### src/rtl/vga_timing_pkg.sv
// Shared timing constants for the 640x480@60 raster: default porch/sync widths,
// derived totals and sync windows, plus coordinate and RGB332 widths.
package vga_timing_pkg;

  localparam int COORD_W = 10;
  localparam int RGB_W   = 8;

  localparam int DEF_H_ACTIVE = 640;
  localparam int DEF_H_FP     = 16;
  localparam int DEF_H_SYNC   = 96;
  localparam int DEF_H_BP     = 48;
  localparam int DEF_H_TOTAL  = DEF_H_ACTIVE + DEF_H_FP + DEF_H_SYNC + DEF_H_BP;

  localparam int DEF_V_ACTIVE = 480;
  localparam int DEF_V_FP     = 10;
  localparam int DEF_V_SYNC   = 2;
  localparam int DEF_V_BP     = 33;
  localparam int DEF_V_TOTAL  = DEF_V_ACTIVE + DEF_V_FP + DEF_V_SYNC + DEF_V_BP;

  // Sync pulse occupies [active+fp, active+fp+sync-1] on either axis.
  function automatic int sync_first(input int active, input int fp);
    return active + fp;
  endfunction

  function automatic int sync_last(input int active, input int fp, input int sync);
    return active + fp + sync - 1;
  endfunction

endpackage

### src/rtl/vga_axis_counter.sv
// One raster axis: wrap counter with enable, terminal count, and decodes of the
// active region and the sync window for the current count.
module vga_axis_counter
  import vga_timing_pkg::*;
#(
  parameter int TOTAL      = DEF_H_TOTAL,
  parameter int ACTIVE     = DEF_H_ACTIVE,
  parameter int SYNC_START = DEF_H_ACTIVE + DEF_H_FP,
  parameter int SYNC_END   = DEF_H_ACTIVE + DEF_H_FP + DEF_H_SYNC - 1
)(
  input  logic               clk,
  input  logic               rst,
  input  logic               i_en,
  output logic [COORD_W-1:0] o_cnt,
  output logic               o_tc,
  output logic               o_active,
  output logic               o_sync
);

  logic [COORD_W-1:0] r_cnt;

  always_ff @(posedge clk) begin
    if (rst) begin
      r_cnt <= '0;
    end else if (i_en) begin
      r_cnt <= o_tc ? '0 : r_cnt + COORD_W'(1);
    end
  end

  assign o_cnt    = r_cnt;
  assign o_tc     = (r_cnt == COORD_W'(TOTAL - 1));
  assign o_active = (r_cnt < COORD_W'(ACTIVE));
  assign o_sync   = (r_cnt >= COORD_W'(SYNC_START)) && (r_cnt <= COORD_W'(SYNC_END));

endmodule

### src/rtl/vga_timing_ctrl.sv
// VGA raster timing controller: issues pixel fetches and drives sync/RGB332 to the DAC.
// Define VGA_PIX_DIV2_EN for a 2-clk pixel slot (50 MHz clk, 25 MHz pixel rate).
module vga_timing_ctrl
  import vga_timing_pkg::*;
#(
  parameter int H_ACTIVE = DEF_H_ACTIVE,
  parameter int H_FP     = DEF_H_FP,
  parameter int H_SYNC   = DEF_H_SYNC,
  parameter int H_BP     = DEF_H_BP,
  parameter int V_ACTIVE = DEF_V_ACTIVE,
  parameter int V_FP     = DEF_V_FP,
  parameter int V_SYNC   = DEF_V_SYNC,
  parameter int V_BP     = DEF_V_BP
)(
  input  logic               clk,
  input  logic               rst,
  input  logic [RGB_W-1:0]   next_color,
  output logic               req,
  output logic [COORD_W-1:0] col,
  output logic [COORD_W-1:0] row,
  output logic               hsync,
  output logic               vsync,
  output logic [RGB_W-1:0]   rgb,
  output logic               frame_start
);

  localparam int H_TOTAL = H_ACTIVE + H_FP + H_SYNC + H_BP;
  localparam int V_TOTAL = V_ACTIVE + V_FP + V_SYNC + V_BP;

  logic               w_slot_start;
  logic [COORD_W-1:0] w_h_cnt;
  logic [COORD_W-1:0] w_v_cnt;
  logic               w_h_tc;
  logic               w_v_tc;
  logic               w_h_act;
  logic               w_v_act;
  logic               w_h_sync;
  logic               w_v_sync;

  logic r_origin;
  logic r_act_d0;
  logic r_hs_d0;
  logic r_vs_d0;
  logic r_act_d1;
  logic r_hs_d1;
  logic r_vs_d1;

`ifdef VGA_PIX_DIV2_EN
  logic r_phase;

  always_ff @(posedge clk) begin
    if (rst) begin
      r_phase <= 1'b0;
    end else begin
      r_phase <= ~r_phase;
    end
  end

  assign w_slot_start = ~r_phase;
`else
  assign w_slot_start = 1'b1;
`endif

  vga_axis_counter #(
    .TOTAL      (H_TOTAL),
    .ACTIVE     (H_ACTIVE),
    .SYNC_START (sync_first(H_ACTIVE, H_FP)),
    .SYNC_END   (sync_last(H_ACTIVE, H_FP, H_SYNC))
  ) u_h_axis (
    .clk      (clk),
    .rst      (rst),
    .i_en     (w_slot_start),
    .o_cnt    (w_h_cnt),
    .o_tc     (w_h_tc),
    .o_active (w_h_act),
    .o_sync   (w_h_sync)
  );

  vga_axis_counter #(
    .TOTAL      (V_TOTAL),
    .ACTIVE     (V_ACTIVE),
    .SYNC_START (sync_first(V_ACTIVE, V_FP)),
    .SYNC_END   (sync_last(V_ACTIVE, V_FP, V_SYNC))
  ) u_v_axis (
    .clk      (clk),
    .rst      (rst),
    .i_en     (w_slot_start & w_h_tc),
    .o_cnt    (w_v_cnt),
    .o_tc     (w_v_tc),
    .o_active (w_v_act),
    .o_sync   (w_v_sync)
  );

  // The counters run one slot ahead of col/row; stage d0 is aligned with col/row,
  // d1 one clk later, and the DAC registers two clk after col/row show a position.
  always_ff @(posedge clk) begin
    if (rst) begin
      r_origin    <= 1'b1;
      req         <= 1'b0;
      col         <= '0;
      row         <= '0;
      frame_start <= 1'b0;
      r_act_d0    <= 1'b0;
      r_hs_d0     <= 1'b0;
      r_vs_d0     <= 1'b0;
      r_act_d1    <= 1'b0;
      r_hs_d1     <= 1'b0;
      r_vs_d1     <= 1'b0;
      hsync       <= 1'b1;
      vsync       <= 1'b1;
      rgb         <= '0;
    end else begin
      req         <= w_slot_start & w_h_act & w_v_act;
      frame_start <= w_slot_start & r_origin;
      if (w_slot_start) begin
        r_origin <= w_h_tc & w_v_tc;
        col      <= w_h_cnt;
        row      <= w_v_cnt;
        r_act_d0 <= w_h_act & w_v_act;
        r_hs_d0  <= w_h_sync;
        r_vs_d0  <= w_v_sync;
      end
      r_act_d1 <= r_act_d0;
      r_hs_d1  <= r_hs_d0;
      r_vs_d1  <= r_vs_d0;
      rgb      <= r_act_d1 ? next_color : '0;
      hsync    <= ~r_hs_d1;
      vsync    <= ~r_vs_d1;
    end
  end

endmodule

### config.mk
export PLATFORM = sky130hd
export DESIGN_NAME = vga_timing_ctrl
export DESIGN_NICKNAME = d
export VERILOG_FILES = /design/src/rtl/vga_timing_pkg.sv /design/src/rtl/vga_axis_counter.sv /design/src/rtl/vga_timing_ctrl.sv
export SDC_FILE = /design/constraint.sdc
export NUM_CORES = 1
export LEC_CHECK = 0
export ABC_AREA = 1
export BUFFER_PORTS_ARGS = -buffer_cell sky130_fd_sc_hd__buf_2
export CAP_MARGIN = 0
export CORE_UTILIZATION = 49
export DETAILED_ROUTE_END_ITERATION = 7
export PLACE_DENSITY = 0.77
export REMOVE_ABC_BUFFERS = 1
export SLEW_MARGIN = 10
export SYNTH_ARGS = -nofsm -noshare
export SYNTH_HDL_FRONTEND = slang
export SYNTH_SLANG_ARGS = --single-unit
### constraint.sdc
create_clock -name clk -period 3.14 [get_ports clk]
set_clock_uncertainty 0.05 [all_clocks]
set_input_delay 0.314 -clock clk [delete_from_list [all_inputs] [get_ports clk]]
set_output_delay 0.314 -clock clk [all_outputs]
set_load 0.01 [all_outputs]
# ---- After elaboration in Yosys (flattened, before gate mapping)
# Index checks and enable logic that the tools add are counted.
dict set report totals {
  register_bits 58
  input_bits 10
  wordCells 35
}
dict set report classes {
  add_sub_neg 2
  magnitude_cmp 6
  n_eq_ne 2
  n_mux 1
  n_bitwise 5
  n_reduce_logical 4
}
# op count
set ops {}
lappend ops {{$add A10 B1 Y10 const B} 2}
lappend ops {{$eq A10 B10 Y1 const B} 2}
lappend ops {{$ge A10 B10 Y1 const B} 1}
lappend ops {{$ge A10 B9 Y1 const B} 1}
lappend ops {{$le A10 B10 Y1 const B} 1}
lappend ops {{$le A10 B9 Y1 const B} 1}
lappend ops {{$lt A10 B10 Y1 const B} 1}
lappend ops {{$lt A10 B9 Y1 const B} 1}
lappend ops {{$mux W10} 1}
lappend ops {{$reduce_or A2 Y1} 2}
lappend ops {{$not A1 Y1} 3}
lappend ops {{$and A1 B1 Y1} 2}
lappend ops {{$logic_and A1 B1 Y1} 2}

# ---- Logic depth before layout (Yosys ltp)
dict set report logic_depth {
  word_depth 2
  depth_mapped 9
  ltp_nobuf 9
}

# ---- Cells and area by module
# Synthesis repeated with hierarchy kept, for this count alone.
dict set report hier_totals {
  hier_cells 291
  area_unflattened_um2 2257.2
}
# mod n_inst cells_per_inst area_each_um2 seq_area_each_um2
set by_module_without_submodules {}
lappend by_module_without_submodules {vga_timing_ctrl 1 118 1093.5 760.7}
lappend by_module_without_submodules {{vga_axis_counter (u_h_axis)} 1 86 589.3 200.2}
lappend by_module_without_submodules {{vga_axis_counter (u_v_axis)} 1 87 574.3 200.2}

# ---- Worst setup path after synthesis
# OpenSTA, ideal clock, no wires.
dict set report synth_timing {
  path_kind {register to register}
  start {register u_h_axis.r_cnt[0], in the netlist u_h_axis.o_cnt[0]}
  end {register u_h_axis.r_cnt[7], in the netlist u_h_axis.o_cnt[7]}
  setup_ns 0.127
  arrival_time_ns 1.196
  required_ns 2.963
  slack_ns 1.766
  path_stages_with_launch 8
  path_buffers 1
  path_cell_list {dfxtp_1 > ha_1 > nand2_2 > nor2_4 > nand4_4 > nand2_4 > buf_6 > nor3_2}
}
dict set report synth_between {
  elab_chain_len 2
}
# item line
set synth_rtl {}
lappend synth_rtl {{from (decl)} vga_axis_counter.sv:20} ;# logic [COORD_W-1:0] r_cnt;
lappend synth_rtl {{from (signal assigned)} vga_axis_counter.sv:26} ;# r_cnt <= o_tc ? '0 : r_cnt + COORD_W'(1);
lappend synth_rtl {{parallel branches: the longest is 2 deep, another holds $add A10 B1 Y10} n/a}
# Parallel ways; which one is timed is not known.
# A chain may end at the register's enable or synchronous reset.

# ---- Worst setup path in the final report
dict set report layout_timing {
  start {register u_h_axis.r_cnt[0], in the netlist u_h_axis.o_cnt[0]}
  end {register u_v_axis.r_cnt[5], in the netlist u_v_axis.o_cnt[5]}
}
dict set report layout_between {
  elab_chain_len 1
}
# item line
set layout_rtl {}
lappend layout_rtl {{$eq A10 B10 Y1} vga_axis_counter.sv:31} ;# assign o_tc = (r_cnt == COORD_W'(TOTAL - 1));
lappend layout_rtl {{to (signal assigned)} vga_axis_counter.sv:26}
lappend layout_rtl {{to (decl)} vga_axis_counter.sv:20}
# Every way passes these cells.

==> key figures <==
STA
  • Final slew viol count: 0
  • Worst slew margin relative to its limit: 0.6979
  • Tmin final: 1632 ps
  • Setup violators final: 0
  • Hold WS: 144.7 ps
  • Max frequency: about 0.61 GHz
  • Fin Setup TNS: 0 ps
  • Final hold violations: 0
  • Worst Tran Pin Value: around 450 ps
  • Final Cycle Share: 0.5198
  • RSZ-0062 raised after global routing: false

Finish
  • Ant. Diodes: 0
  • Post-route cell area: roughly 2600 um2
  • Post-Layout Cell Count: roughly 360
  • Final core utilization: 0.6313
  • # nets final: roughly 320
  • Area growth, synth to finish: 19.97%
  • Area occupied by multi-input gates: 815.8 um2
  • Layout cells sized above 1: 0.2548
  • Most common cell after layout, fill and taps aside: dfxtp_1
  • Most frequent cells in the layout: dfxtp_1, nor2_1, inv_1
  • Final-layout fill cell count: 367
  • Reg area: 1161 um2

CTS
  • Post-cts repair resize count: 0
  • Number of clock sinks: 58
  • Clk pin slew, worst setup/hold paths: around 70 ps
  • Number of setup buffers added after CTS: 0
  • Hold buffer count at cts: 0
  • CTS Buf Count: 9
  • Depth of the CTS H-tree: 3
  • CTS tree: built
  • CTS max path bufs: 2
  • Worst-skew pair later-pin latency: 330 ps
  • Clock Tree Root: clkbuf_8

Route
  • Routed WL: 3946 um
  • WL/cell: 10.84 um
  • Post-route ant nets: 0
  • Via count: roughly 1700
  • DRC: 0
  • DRT Pass-1 Iters: 4
  • Initial drt markers: 73
  • Via density: between 4 and 5

Setup path
  • Critical path required time: 3310 ps
  • CP endpoint kind: flip-flop
  • WP data arrival: 1800 ps
  • Crit path largest cell delay: 380 ps
  • CP max stage cell: dfxtp_1
  • Critical Path Fanout Max: 11
  • Setup crit start kind: flip-flop
  • CP bufs+invs: 0
  • Crit-path leading delay family: simple AND/OR/NAND/NOR gates
  • Worst-path cell chain: ha_1 -> nand2_2 -> nor2_4 -> nand4_4 -> nand2_4 -> nand2_4 -> nand2_1 -> nor2_1
  • WS Path Type: flip-flop to flip-flop
  • CP dominant cell by count: nand2_4

Die
  • I/O pin count: 42
  • Core Rows: 23
  • Initial core utilization: 0.5263
  • Horiz. Die Dim: 68.72 um
  • Die area: ~4700 um2
  • CORE AREA: 4144 um2
  • Die Y-Extent: just under 70 um

GRT
  • Pin count of the biggest net entering global routing: 27
  • Total track usage: 0.1941
  • GR Overflow Total: 0
  • First-pass GRT wire length: 6320 um
  • Initial antenna violation count: 0
  • Vias in the first global route: 1484

Run
  • Max-cap viol count: 0

Synth
  • Syn Inst Count: approximately 260
  • Synth top area cells: dfxtp_1, nor2_1, inv_1
  • Synth Register Bits: 58
  • Synth top area share: 0.5324
  • Post-synth cell types: 31
  • Sequential area share after synthesis: 0.5324
  • Synth area leader: dfxtp_1
  • Mapped Area: roughly 2200 um2
  • Avg Cell Area, Syn: 8.356 um2
  • Yosys warns: 0

Place
  • IO buf count: 41
  • Cell Area, Placed: about 2400 um2
  • Dpl cells: 348
  • Gp weighted congestion: 0.8621
  • Post-DP HPWL: 2867 um

Power
  • Max VDD drop: between 0.2 and 0.3 mV
  • Switching Share: 0.2197
  • Leakage: 1.298 nW
  • Flop pwr share: 0.528
  • Clock share of power: 0.442
  • Pwr dens: 543.4 nW/um2
  • Psw: 0.3123 mW
  • Int Pwr: 1.109 mW
  • Comb power frac: 0.030

Min path
  • Type of the most critical hold path: input pin to flip-flop

Status
  • Status: finished clean
[logic make-up after synthesis]
group	count (synthesis)	share of synthesized area
flip-flops	58	0.5324
buffers and inverters	51	0.09351
AND/OR/NAND/NOR	130	0.2978
XOR/XNOR	3	0.01205
adder cells (fa/ha/maj)	5	0.02869
AO/OA/AOI/OAI	14	0.03557
[synthesized netlist by cell type]
master     count
a211oi_1       1
a21oi_1        5
a31oi_1        1
buf_6          1
clkbuf_1       3
clkinv_4       1
dfxtp_1       58
ha_1           5
inv_1         42
inv_2          4
nand2_1       39
nand2_2        3
nand2_4        2
nand3_1       10
nand3_2        1
nand3_4        1
nand4_1        3
nand4_4        1
nor2_1        56
nor2_2         3
nor2_4         2
nor2_8         1
nor3_1         3
nor3_2         1
nor3_4         1
nor3b_2        2
nor4_1         1
o2111ai_1      1
o21ai_0        2
o21ai_1        4
xor2_1         3
[cell type report]
| type | count | share of cell area |
|---|---|---|
| clock buffers | 12 | 0.06313 |
| multi-input cells | 152 | 0.3118 |
| well taps | 50 | 0.02391 |
| clock inverters | 4 | 0.009565 |
| inverters | 47 | 0.06934 |
| repair buffers | 41 | 0.07843 |
| flip-flops and latches | 58 | 0.4438 |
[metal layers]
metal  GRT usage  part of all wire
met1      0.2317              0.47
met2      0.2941              0.45
met3     0.06414             0.058
met4      0.1327             0.026
met5           0                 0
[through the flow]
step	power, mW	setup WS (ps)
2_1_floorplan	0.7905	1712
3_3_place_gp	0.8094	1586
3_5_place_dp	0.8109	1525
4_1_cts	1.437	1515
5_1_grt	1.489	1392
6_report	1.422	1508
[tightest hold or removal path: cells and delay by family]
family	cells	cell delay, ps
buf+inv	2	130
simple gates	1	30
[state kept, by name, indices dropped and copies added, names as in the netlist]
| name | count |
|---|---|
| col | 10 |
| row | 10 |
| u_h_axis.o_cnt | 10 |
| u_v_axis.o_cnt | 10 |
| rgb | 8 |
| frame_start | 1 |
| hsync | 1 |
| r_act_d0 | 1 |
| r_act_d1 | 1 |
| r_hs_d0 | 1 |
| r_hs_d1 | 1 |
| r_origin | 1 |
| r_vs_d0 | 1 |
| r_vs_d1 | 1 |
| vsync | 1 |
[final timing paths]
| check | startpoint | endpoint | slack [ps] | depth (start not counted) |
|---|---|---|---|---|
| worst min-delay path | next_color[6] | rgb[6]$_SDFF_PP0_ | 140 | 3 |
| worst max-delay path | u_h_axis.o_cnt[0]$_SDFF_PP0_ | u_v_axis.o_cnt[5]$_SDFFE_PP0N_ | 1510 | 8 |
| worst min register to register | r_hs_d1$_SDFF_PP0_ | hsync$_SDFF_PP1_ | 330 | 1 |
| worst max register to register | u_h_axis.o_cnt[0]$_SDFF_PP0_ | u_v_axis.o_cnt[5]$_SDFFE_PP0N_ | 1510 | 8 |
[power by group through the flow]
stage	Sequential [mW]	Combinational, mW	Clock, mW
after floorplan	0.770	0.0206	0
after global placement	0.767	0.0428	0
after detailed placement	0.767	0.0436	0
after CTS	0.751	0.0438	0.642
after global routing	0.752	0.0492	0.688
final	0.751	0.0429	0.628
Note: power is estimated with default switching activity, not from simulation.
